[src/rtl/cim_csr_bank_if.sv]
// Register-bus link between the AHB-to-CSR bridge (master) and the CIM CSR bank (slave).
interface cim_csr_bank_if;
  logic [31:0] reg_addr;
  logic [31:0] reg_wdata;
  logic        reg_we;
  logic [31:0] reg_rdata;

  modport master (output reg_addr, output reg_wdata, output reg_we, input reg_rdata);
  modport slave  (input reg_addr, input reg_wdata, input reg_we, output reg_rdata);
endinterface

[src/rtl/cim_csr_bank.sv]
// CSR bank for the CIM compute engine: job parameters, start/track FSM, cycle counter,
// W1C status bits and a level interrupt.
module cim_csr_bank #(
  parameter logic [31:0] BASE_ADDR = 32'h4000_0000,
  parameter logic [31:0] ID_VALUE  = 32'h4350_0001,
  parameter int unsigned LEN_W     = 16
) (
  input  logic             HCLK,
  input  logic             HRESETn,
  cim_csr_bank_if.slave    bus,
  output logic             eng_start,
  output logic [3:0]       eng_mode,
  output logic [31:0]      eng_src,
  output logic [31:0]      eng_dst,
  output logic [LEN_W-1:0] eng_len,
  input  logic             eng_done,
  input  logic             eng_err,
  output logic             irq
);

  typedef enum logic [1:0] {IDLE, LAUNCH, RUN} state_t;

  state_t           state_q;
  logic             start_q;
  logic             irq_en_q, irq_en_d;
  logic [3:0]       mode_q, mode_d;
  logic             done_q, done_d, err_q, err_d, rej_q, rej_d;
  logic [31:0]      src_q, src_d, dst_q, dst_d, scratch_q, scratch_d, cyc_q, cyc_d;
  logic [LEN_W-1:0] len_q, len_d;

  logic        in_region, wr, busy, start_req, start_ok, start_bad, start_busy;
  logic        in_run, ev, done_set, err_set, rej_set;
  logic [2:0]  off;
  logic [31:0] wdata, rdata;
  logic        unused_addr_lsb;

  assign unused_addr_lsb = ^bus.reg_addr[1:0];
  assign in_region  = (bus.reg_addr[31:5] == BASE_ADDR[31:5]);
  assign off        = bus.reg_addr[4:2];
  assign wdata      = bus.reg_wdata;
  assign wr         = bus.reg_we & in_region;
  assign busy       = (state_q != IDLE);
  assign in_run     = (state_q == RUN);
  assign ev         = eng_done | eng_err;
  assign start_req  = wr && (off == 3'd0) && wdata[0];
  assign start_ok   = start_req && !busy && (len_q != '0);
  assign start_bad  = start_req && !busy && (len_q == '0);
  assign start_busy = start_req && busy;
  // Engine events outside RUN are spurious and only flag ERR.
  assign done_set   = in_run & eng_done;
  assign err_set    = (in_run & eng_err) | (!in_run & ev) | start_bad;
  assign rej_set    = start_bad | start_busy;

  always_ff @(posedge HCLK or negedge HRESETn) begin
    if (!HRESETn) begin
      state_q <= IDLE;
      start_q <= 1'b0;
    end else begin
      case (state_q)
        IDLE: begin
          if (start_ok) begin
            state_q <= LAUNCH;
            start_q <= 1'b1;
          end
        end
        LAUNCH: begin
          state_q <= RUN;
          start_q <= 1'b0;
        end
        RUN: begin
          if (ev) state_q <= IDLE;
        end
        default: begin
          state_q <= IDLE;
          start_q <= 1'b0;
        end
      endcase
    end
  end

  // Hardware sets are applied after software W1C clears so a colliding set wins.
  always_comb begin
    irq_en_d  = irq_en_q;
    mode_d    = mode_q;
    done_d    = done_q;
    err_d     = err_q;
    rej_d     = rej_q;
    src_d     = src_q;
    dst_d     = dst_q;
    len_d     = len_q;
    scratch_d = scratch_q;
    cyc_d     = cyc_q;
    if (wr) begin
      case (off)
        3'd0: begin
          irq_en_d = wdata[1];
          mode_d   = wdata[7:4];
        end
        3'd1: begin
          if (wdata[1]) done_d = 1'b0;
          if (wdata[2]) err_d  = 1'b0;
          if (wdata[3]) rej_d  = 1'b0;
        end
        3'd2:    src_d     = wdata;
        3'd3:    dst_d     = wdata;
        3'd4:    len_d     = wdata[LEN_W-1:0];
        3'd6:    scratch_d = wdata;
        default: ;
      endcase
    end
    if (start_ok) begin
      cyc_d  = '0;
      done_d = 1'b0;
      err_d  = 1'b0;
    end else if (busy && (cyc_q != '1)) begin
      cyc_d = cyc_q + 32'd1;
    end
    if (done_set) done_d = 1'b1;
    if (err_set)  err_d  = 1'b1;
    if (rej_set)  rej_d  = 1'b1;
  end

  always_ff @(posedge HCLK or negedge HRESETn) begin
    if (!HRESETn) begin
      irq_en_q  <= 1'b0;
      mode_q    <= '0;
      done_q    <= 1'b0;
      err_q     <= 1'b0;
      rej_q     <= 1'b0;
      src_q     <= '0;
      dst_q     <= '0;
      len_q     <= '0;
      scratch_q <= '0;
      cyc_q     <= '0;
    end else begin
      irq_en_q  <= irq_en_d;
      mode_q    <= mode_d;
      done_q    <= done_d;
      err_q     <= err_d;
      rej_q     <= rej_d;
      src_q     <= src_d;
      dst_q     <= dst_d;
      len_q     <= len_d;
      scratch_q <= scratch_d;
      cyc_q     <= cyc_d;
    end
  end

  always_comb begin
    rdata = '0;
    if (in_region) begin
      case (off)
        3'd0:    rdata = {24'd0, mode_q, 2'b00, irq_en_q, 1'b0};
        3'd1:    rdata = {28'd0, rej_q, err_q, done_q, busy};
        3'd2:    rdata = src_q;
        3'd3:    rdata = dst_q;
        3'd4:    rdata[LEN_W-1:0] = len_q;
        3'd5:    rdata = cyc_q;
        3'd6:    rdata = scratch_q;
        default: rdata = ID_VALUE;
      endcase
    end
  end

  assign bus.reg_rdata = rdata;
  assign eng_start     = start_q;
  assign eng_mode      = mode_q;
  assign eng_src       = src_q;
  assign eng_dst       = dst_q;
  assign eng_len       = len_q;
  assign irq           = irq_en_q & (done_q | err_q);

endmodule

[src/flat_wrapper.sv]
// flat-port wrapper written by rule: the top's interface ports become plain ports
module cim_csr_bank_flat 
#(
  parameter logic [31:0] BASE_ADDR = 32'h4000_0000,
  parameter logic [31:0] ID_VALUE  = 32'h4350_0001,
  parameter int unsigned LEN_W     = 16
)
  (HCLK, HRESETn, eng_start, eng_mode, eng_src, eng_dst, eng_len, eng_done, eng_err, irq, bus_reg_addr, bus_reg_wdata, bus_reg_we, bus_reg_rdata);
  cim_csr_bank_if bus_i ();
  input  logic HCLK;
  input  logic HRESETn;
  output logic eng_start;
  output logic [3:0] eng_mode;
  output logic [31:0] eng_src;
  output logic [31:0] eng_dst;
  output logic [LEN_W-1:0] eng_len;
  input  logic eng_done;
  input  logic eng_err;
  output logic irq;
  input wire logic [$bits(bus_i.reg_addr)-1:0] bus_reg_addr;
  input wire logic [$bits(bus_i.reg_wdata)-1:0] bus_reg_wdata;
  input wire logic [$bits(bus_i.reg_we)-1:0] bus_reg_we;
  output wire logic [$bits(bus_i.reg_rdata)-1:0] bus_reg_rdata;
  assign bus_i.reg_addr = bus_reg_addr;
  assign bus_i.reg_wdata = bus_reg_wdata;
  assign bus_i.reg_we = bus_reg_we;
  assign bus_reg_rdata = bus_i.reg_rdata;
  cim_csr_bank #(.BASE_ADDR(BASE_ADDR), .ID_VALUE(ID_VALUE), .LEN_W(LEN_W)) u_core (.HCLK(HCLK), .HRESETn(HRESETn), .bus(bus_i), .eng_start(eng_start), .eng_mode(eng_mode), .eng_src(eng_src), .eng_dst(eng_dst), .eng_len(eng_len), .eng_done(eng_done), .eng_err(eng_err), .irq(irq));
endmodule
[config.mk]
export PLATFORM = sky130hd
export DESIGN_NAME = cim_csr_bank_flat
export DESIGN_NICKNAME = d
export VERILOG_FILES = /design/src/rtl/cim_csr_bank_if.sv /design/src/rtl/cim_csr_bank.sv /design/src/flat_wrapper.sv
export SDC_FILE = /design/constraint.sdc
export NUM_CORES = 1
export LEC_CHECK = 0
export BUFFER_PORTS_ARGS = -buffer_cell sky130_fd_sc_hd__buf_2
export CAP_MARGIN = 40
export CORE_UTILIZATION = 30
export DETAILED_ROUTE_END_ITERATION = 7
export PLACE_DENSITY = 0.61
export SLEW_MARGIN = 20
export SYNTH_ARGS = -nofsm -noshare
export SYNTH_HDL_FRONTEND = slang
export SYNTH_SLANG_ARGS = --single-unit
[constraint.sdc]
create_clock -name HCLK -period 2 [get_ports HCLK]
set_input_delay 0.2 -clock HCLK [delete_from_list [all_inputs] [get_ports HCLK]]
set_output_delay 0.2 -clock HCLK [all_outputs]
set_load 0.01 [all_outputs]
Yosys cells after proc, flatten, opt, wreduce, memory -nomap -nowiden

Cells that the tools add are included.

Bits in read-only memories: 0
Flip-flop bits (word level): 155
Memory bits (writable): 0
Bits in latches: 0
Memories: 0
Logic and storage cells: 95
Bits of input ports: 69
Output and inout bits: 118

Reduce and logical (&&, ||, !) cells: 35
Muxes and demuxes: 24
Equal/unequal tests: 12
Bitwise gates (word level): 11
Divide/modulo/power cells: 0
Shift operators: 0
$mul: 0
$add $sub $neg: 1
Order comparisons: 0

Operators with widths:

| kind                                             | count |
|---|---|
| one-hot mux 16 bit (7 select lines)              | 1 |
| 2-to-1 mux 32 bit                                | 3 |
| one-hot mux 16 bit (5 select lines)              | 1 |
| adder 32 x 1 -> 32 bit (second input constant)   | 1 |
| != test 32 bit (second input constant)           | 1 |
| == test 27 x 26 -> 1 bit (second input constant) | 1 |
| nonzero test 3 bit                               | 6 |
| zero test 16 bit                                 | 1 |
| nonzero test 16 bit                              | 1 |
| 2-to-1 mux 1 bit                                 | 15 |
| AND reduction 2 bit                              | 7 |
| nonzero test 2 bit                               | 5 |
| == test 3 bit (second input constant)            | 3 |
| AND reduction 3 bit                              | 3 |
| logical AND 1 bit                                | 7 |
| == test 3 x 2 -> 1 bit (second input constant)   | 2 |
| one-hot mux 2 bit (3 select lines)               | 1 |
| bitwise AND 1 bit                                | 5 |
| OR 1 bit                                         | 5 |
| 2-to-1 mux 2 bit                                 | 2 |
| == test 3 x 1 -> 1 bit (second input constant)   | 1 |
| zero test 3 bit                                  | 1 |
| OR reduction 3 bit                               | 1 |
| == test 2 x 1 -> 1 bit (second input constant)   | 1 |
| other kinds (7)                                  | 8 |

Depth between registers and ports, before layout

Word-level depth: 9
Depth in mapped cells: 8
Gate-level depth less buffers: 6

Least setup slack after synthesis

Ideal clock, no wire load.

Path type: input to output
Start: in bus_reg_addr[9]
End: out bus_reg_rdata[10]
Cell stages on the path: 7
Required time: 1800 ps
Path buffers: 2
Arrival: 1882 ps
Setup slack: -82 ps
Cell sequence: or4_4 > nor2_4 > nand3_1 > a31o_2 > clkbuf_1 > clkbuf_1 > nor2_1

Word-level cells in the longest chain between the ends: 2

RTL lines:

| element                  | line                | RTL |
|---|---|---|
| start: declaration       | flat_wrapper.sv:20  | `input wire logic [$bits(bus_i.reg_addr)-1:0] bus_reg_addr;` |
| == test 27 x 26 -> 1 bit | cim_csr_bank.sv:38  | `assign in_region = (bus.reg_addr[31:5] == BASE_ADDR[31:5]);` |
| 2-to-1 mux 32 bit        | cim_csr_bank.sv:151 | `if (in_region) begin` |
| end: declaration         | flat_wrapper.sv:23  | `output wire logic [$bits(bus_i.reg_rdata)-1:0] bus_reg_rdata;` |

No other way between the ends.

Worst setup path after layout

Start: reg u_core.state_q[1]
End: out bus_reg_rdata[0]

Word-level cells in the longest chain between the ends: 3

RTL lines:

| element                             | line                | RTL |
|---|---|---|
| start: declaration                  | cim_csr_bank.sv:23  | `state_t state_q;` |
| start signal: assignment            | cim_csr_bank.sv:56  | `state_q <= IDLE;` |
| start signal: assignment            | cim_csr_bank.sv:62  | `state_q <= LAUNCH;` |
| start signal: assignment            | cim_csr_bank.sv:67  | `state_q <= RUN;` |
| nonzero test 2 bit                  | cim_csr_bank.sv:42  | `assign busy = (state_q != IDLE);` |
| one-hot mux 16 bit (7 select lines) | cim_csr_bank.sv:152 | `case (off)` |
| 2-to-1 mux 32 bit                   | cim_csr_bank.sv:151 |  |

No other way between the ends.

==> flow_metrics.tcl <==
set metrics [dict create \
    yosys.area.top_type_share_pct 49.0 \
    cts_tree "built" \
    async_flop_share_pct 100 \
    overflow 0 \
    r2r_setup_slack_ns 0.02 \
    start_kind "flip-flop" \
    hpwlAfterDp_um 18100 \
    top_usage_layer "met2" \
    synth_seq_cells 155 \
    dieArea_um2 27100 \
    slew_headroom_pct 65.0 \
    hold_viol 0 \
    gr-usage-all-layers_pct 18.8 \
    tns_ns -0.168 \
    rsz0062_at_grt "true" \
    htree_levels 4 \
    synth.cell_area_um2 7920 \
    ys_types 57 \
    dr_total_vias 6963 \
    clk_pin_slew_ns 0.07 \
    via_per_inst 5.31 \
    port_buffers 184 \
    antenna_found_initial 0 \
    root_buffer "clkbuf_16" \
    static-leakage-power_nw 5.39 \
    clock-sinks 155 \
    synth_edf_count 0 \
    tightest_slew_ns 0.524 \
    grt_pass1_wl_um 38900 \
    rows 59 \
    drtIter0Drc 396 \
    fill_cells 2498 \
    die_w_um 165 \
    final_nets 1033 \
    fmax_mhz 487 \
    grt_pass1_vias 6951 \
    ant_nets 0 \
    syn_area_per_cell_um2 11.5 \
    violations "setup timing" \
    pin_count 187 \
    r2r_end "u_core.cyc_q[7]" \
    setup_slack_ns -0.0534 \
    skew_ns 0.00983 \
    ys_top_cells_by_area "dfrtp_1 (49%), mux2_2 (18%), a222oi_1 (2.4%)" \
    clk_latency_ns 0.42 \
    endpoint_kind "output pin" \
    holdPathStages 2 \
    status "finished, violations left" \
    final_core_util_pct 42.8 \
    core_area_um2 26000 \
    yosys_most_used_dff "dfrtp_1" \
    layout_min_cycle_time_ns 2.05 \
    min_to "u_core.eng_dst[19]" \
    gp_congestion 0.800 \
    n_antenna_cell 0 \
    hold_path.startpoint "bus_reg_wdata[19]" \
    critical_path_class "flip-flop to output pin" \
    crit_fanout 2 \
    grt_util_met1_pct 24.2 \
    hp-class "input pin to flip-flop" \
    yosysMostFrequentCell "dfrtp_1" \
    wl_per_cell_um 19.5 \
    fin_crit_sh_pct 103 \
    whs_ns 0.0337 \
    synth_top_area_cell "dfrtp_1" \
    ir_drop_uv 573 \
    drv_cap 0 \
    synthCells 687 \
    synthTopCellsByCount "dfrtp_1 (155), mux2_2 (126), nor2_1 (41)" \
    multiInputGateArea_um2 4110 \
    met2_usage_pct 31.0 \
    required_ns 1.80 \
    die_y_um 165 \
    dr.pass1.iters 5 \
    r2r_cells 7 \
    syn_nets 757 \
    use_met3_pct 4.04 \
    cts_max_path_buffers 2 \
    area_delta_synth_final_pct 40.5 \
    reg2reg_from "u_core.eng_len[4]" \
    routed_wl_um 25600 \
    yosys_warnings 0 \
    finalSetupViolCount 8 \
    p_per_area_nw_per_um2 609 \
    grt_max_degree 55 \
    drive_above_1_share_pct 56.1 \
    cts_made_buffers 17 \
    drcViolationCount 0 \
    worstPathArrival_ns 1.85 \
    yosysSeqAreaShare_pct 49.0 \
    seq_area_um2 3880 \
    initial_utilization_pct 30.5 \
    slew_viol_final 0 \
]
==> metrics by stage <==
stage / instances / setup slack, ns / power [mW] / area, um2
6_report: 1311 / -0.0534 / 6.78 / 11100
5_1_grt: 1311 / -0.114 / 7.03 / 11100
4_1_cts: 1301 / -0.0638 / 6.83 / 10700
3_5_place_dp: 1262 / -0.214 / 3.60 / 10000
3_3_place_gp: 1262 / -0.241 / 3.59 / 10000
2_1_floorplan: 687 / -0.0383 / 3.34 / 7990
==> report_power, final <==
| group | internal (mW) | leakage (nW) | total, mW | switching [mW] |
|---|---|---|---|---|
| Sequential | 3.14 | 2.01 | 3.14 | 0.00320 |
| Clock | 1.77 | 0.276 | 3.22 | 1.46 |
| Combinational | 0.157 | 3.10 | 0.419 | 0.262 |
==> state kept, by name, summed over array words and instances (netlist names) <==
register	flops
u_core.eng_src	32
u_core.eng_len	16
u_core.scratch_q	32
u_core.eng_dst	32
u_core.eng_start	1
u_core.state_q	2
u_core.err_q	1
u_core.done_q	1
u_core.cyc_q	32
u_core.rej_q	1
u_core.irq_en_q	1
u_core.eng_mode	4
==> how the worst max path moves through the flow <==
stage / startpoint / endpoint
after floorplan: bus_reg_addr[10] / u_core.eng_len[10]
after global placement: bus_reg_addr[10] / bus_reg_rdata[7]
after detailed placement: bus_reg_addr[10] / bus_reg_rdata[7]
after CTS: u_core.state_q[1] / bus_reg_rdata[0]
after global routing: u_core.state_q[1] / bus_reg_rdata[0]
final: u_core.state_q[1] / bus_reg_rdata[0]
==> cell type report <==
type | count | area share (%)
Multi-Input combinational cell | 476 | 36.9
Sequential cell | 155 | 34.9
Inverter | 6 | 0.202
Tap cell | 335 | 3.77
Timing Repair Buffer | 307 | 19.1
Clock inverter | 14 | 1.35
Clock buffer | 18 | 3.86
==> layer usage <==
| metal | share of wire [%] | wire length [um] | up-vias |
|---|---|---|---|
| met3 | 5.8 | 1480 | 38 |
| li1 | - | - | 3175 |
| met4 | 2.6 | 656 | 0 |
| met2 | 49 | 12400 | 214 |
| met5 | 0 | 0 | - |
| met1 | 43 | 11000 | 3536 |
==> cells in the final DEF, fill, tap and decap left out, types with 9 or more instances in the layout <==
master     netlist  final
a21oi_1         28     22
a222oi_1        19     19
a22o_1          20     20
buf_12           0     10
buf_2            5    168
buf_4            9    102
buf_6            2     22
clkbuf_16        0     18
dfrtp_1        155    151
mux2_2         126    123
mux2_4          10     13
mux2i_1         10     10
nand2_1         36     34
nand4_1         16     16
nor2_1          41     18
nor2_2           0      9
nor2_4           1     15
nor4_1          11      9
o21ai_0         20     19
or3_1           10     10
==> critical path, stage by stage (launching register included) <==
cell	delay, ns
dfrtp_1	0.40
or2_4	0.25
mux2_4	0.29
a221oi_4	0.26
a211oi_2	0.05
buf_4	0.17
==> cells by family after synthesis <==
group	count (synthesis)	synth area share (%)
compound gates	132	12.2
buf+inv	57	3.40
fa+ha+maj	1	0.158
xor+xnor	5	0.553
mux	146	21.1
simple gates	191	13.7
flops	155	49.0
==> timing repair <==
| item | in CTS | in global routing |
|---|---|---|
| hold buffers | 3 | 0 |
| buffers inserted | 4 | 11 |
| gates resized for setup | 14 | 70 |
| endpoints found under the hold margin | 125 | 0 |
| endpoints found under the setup margin | 40 | 50 |
| pin swaps | 12 | 26 |
| gates cloned | 1 | 2 |
No activity file was read; power rests on OpenSTA's default activity.
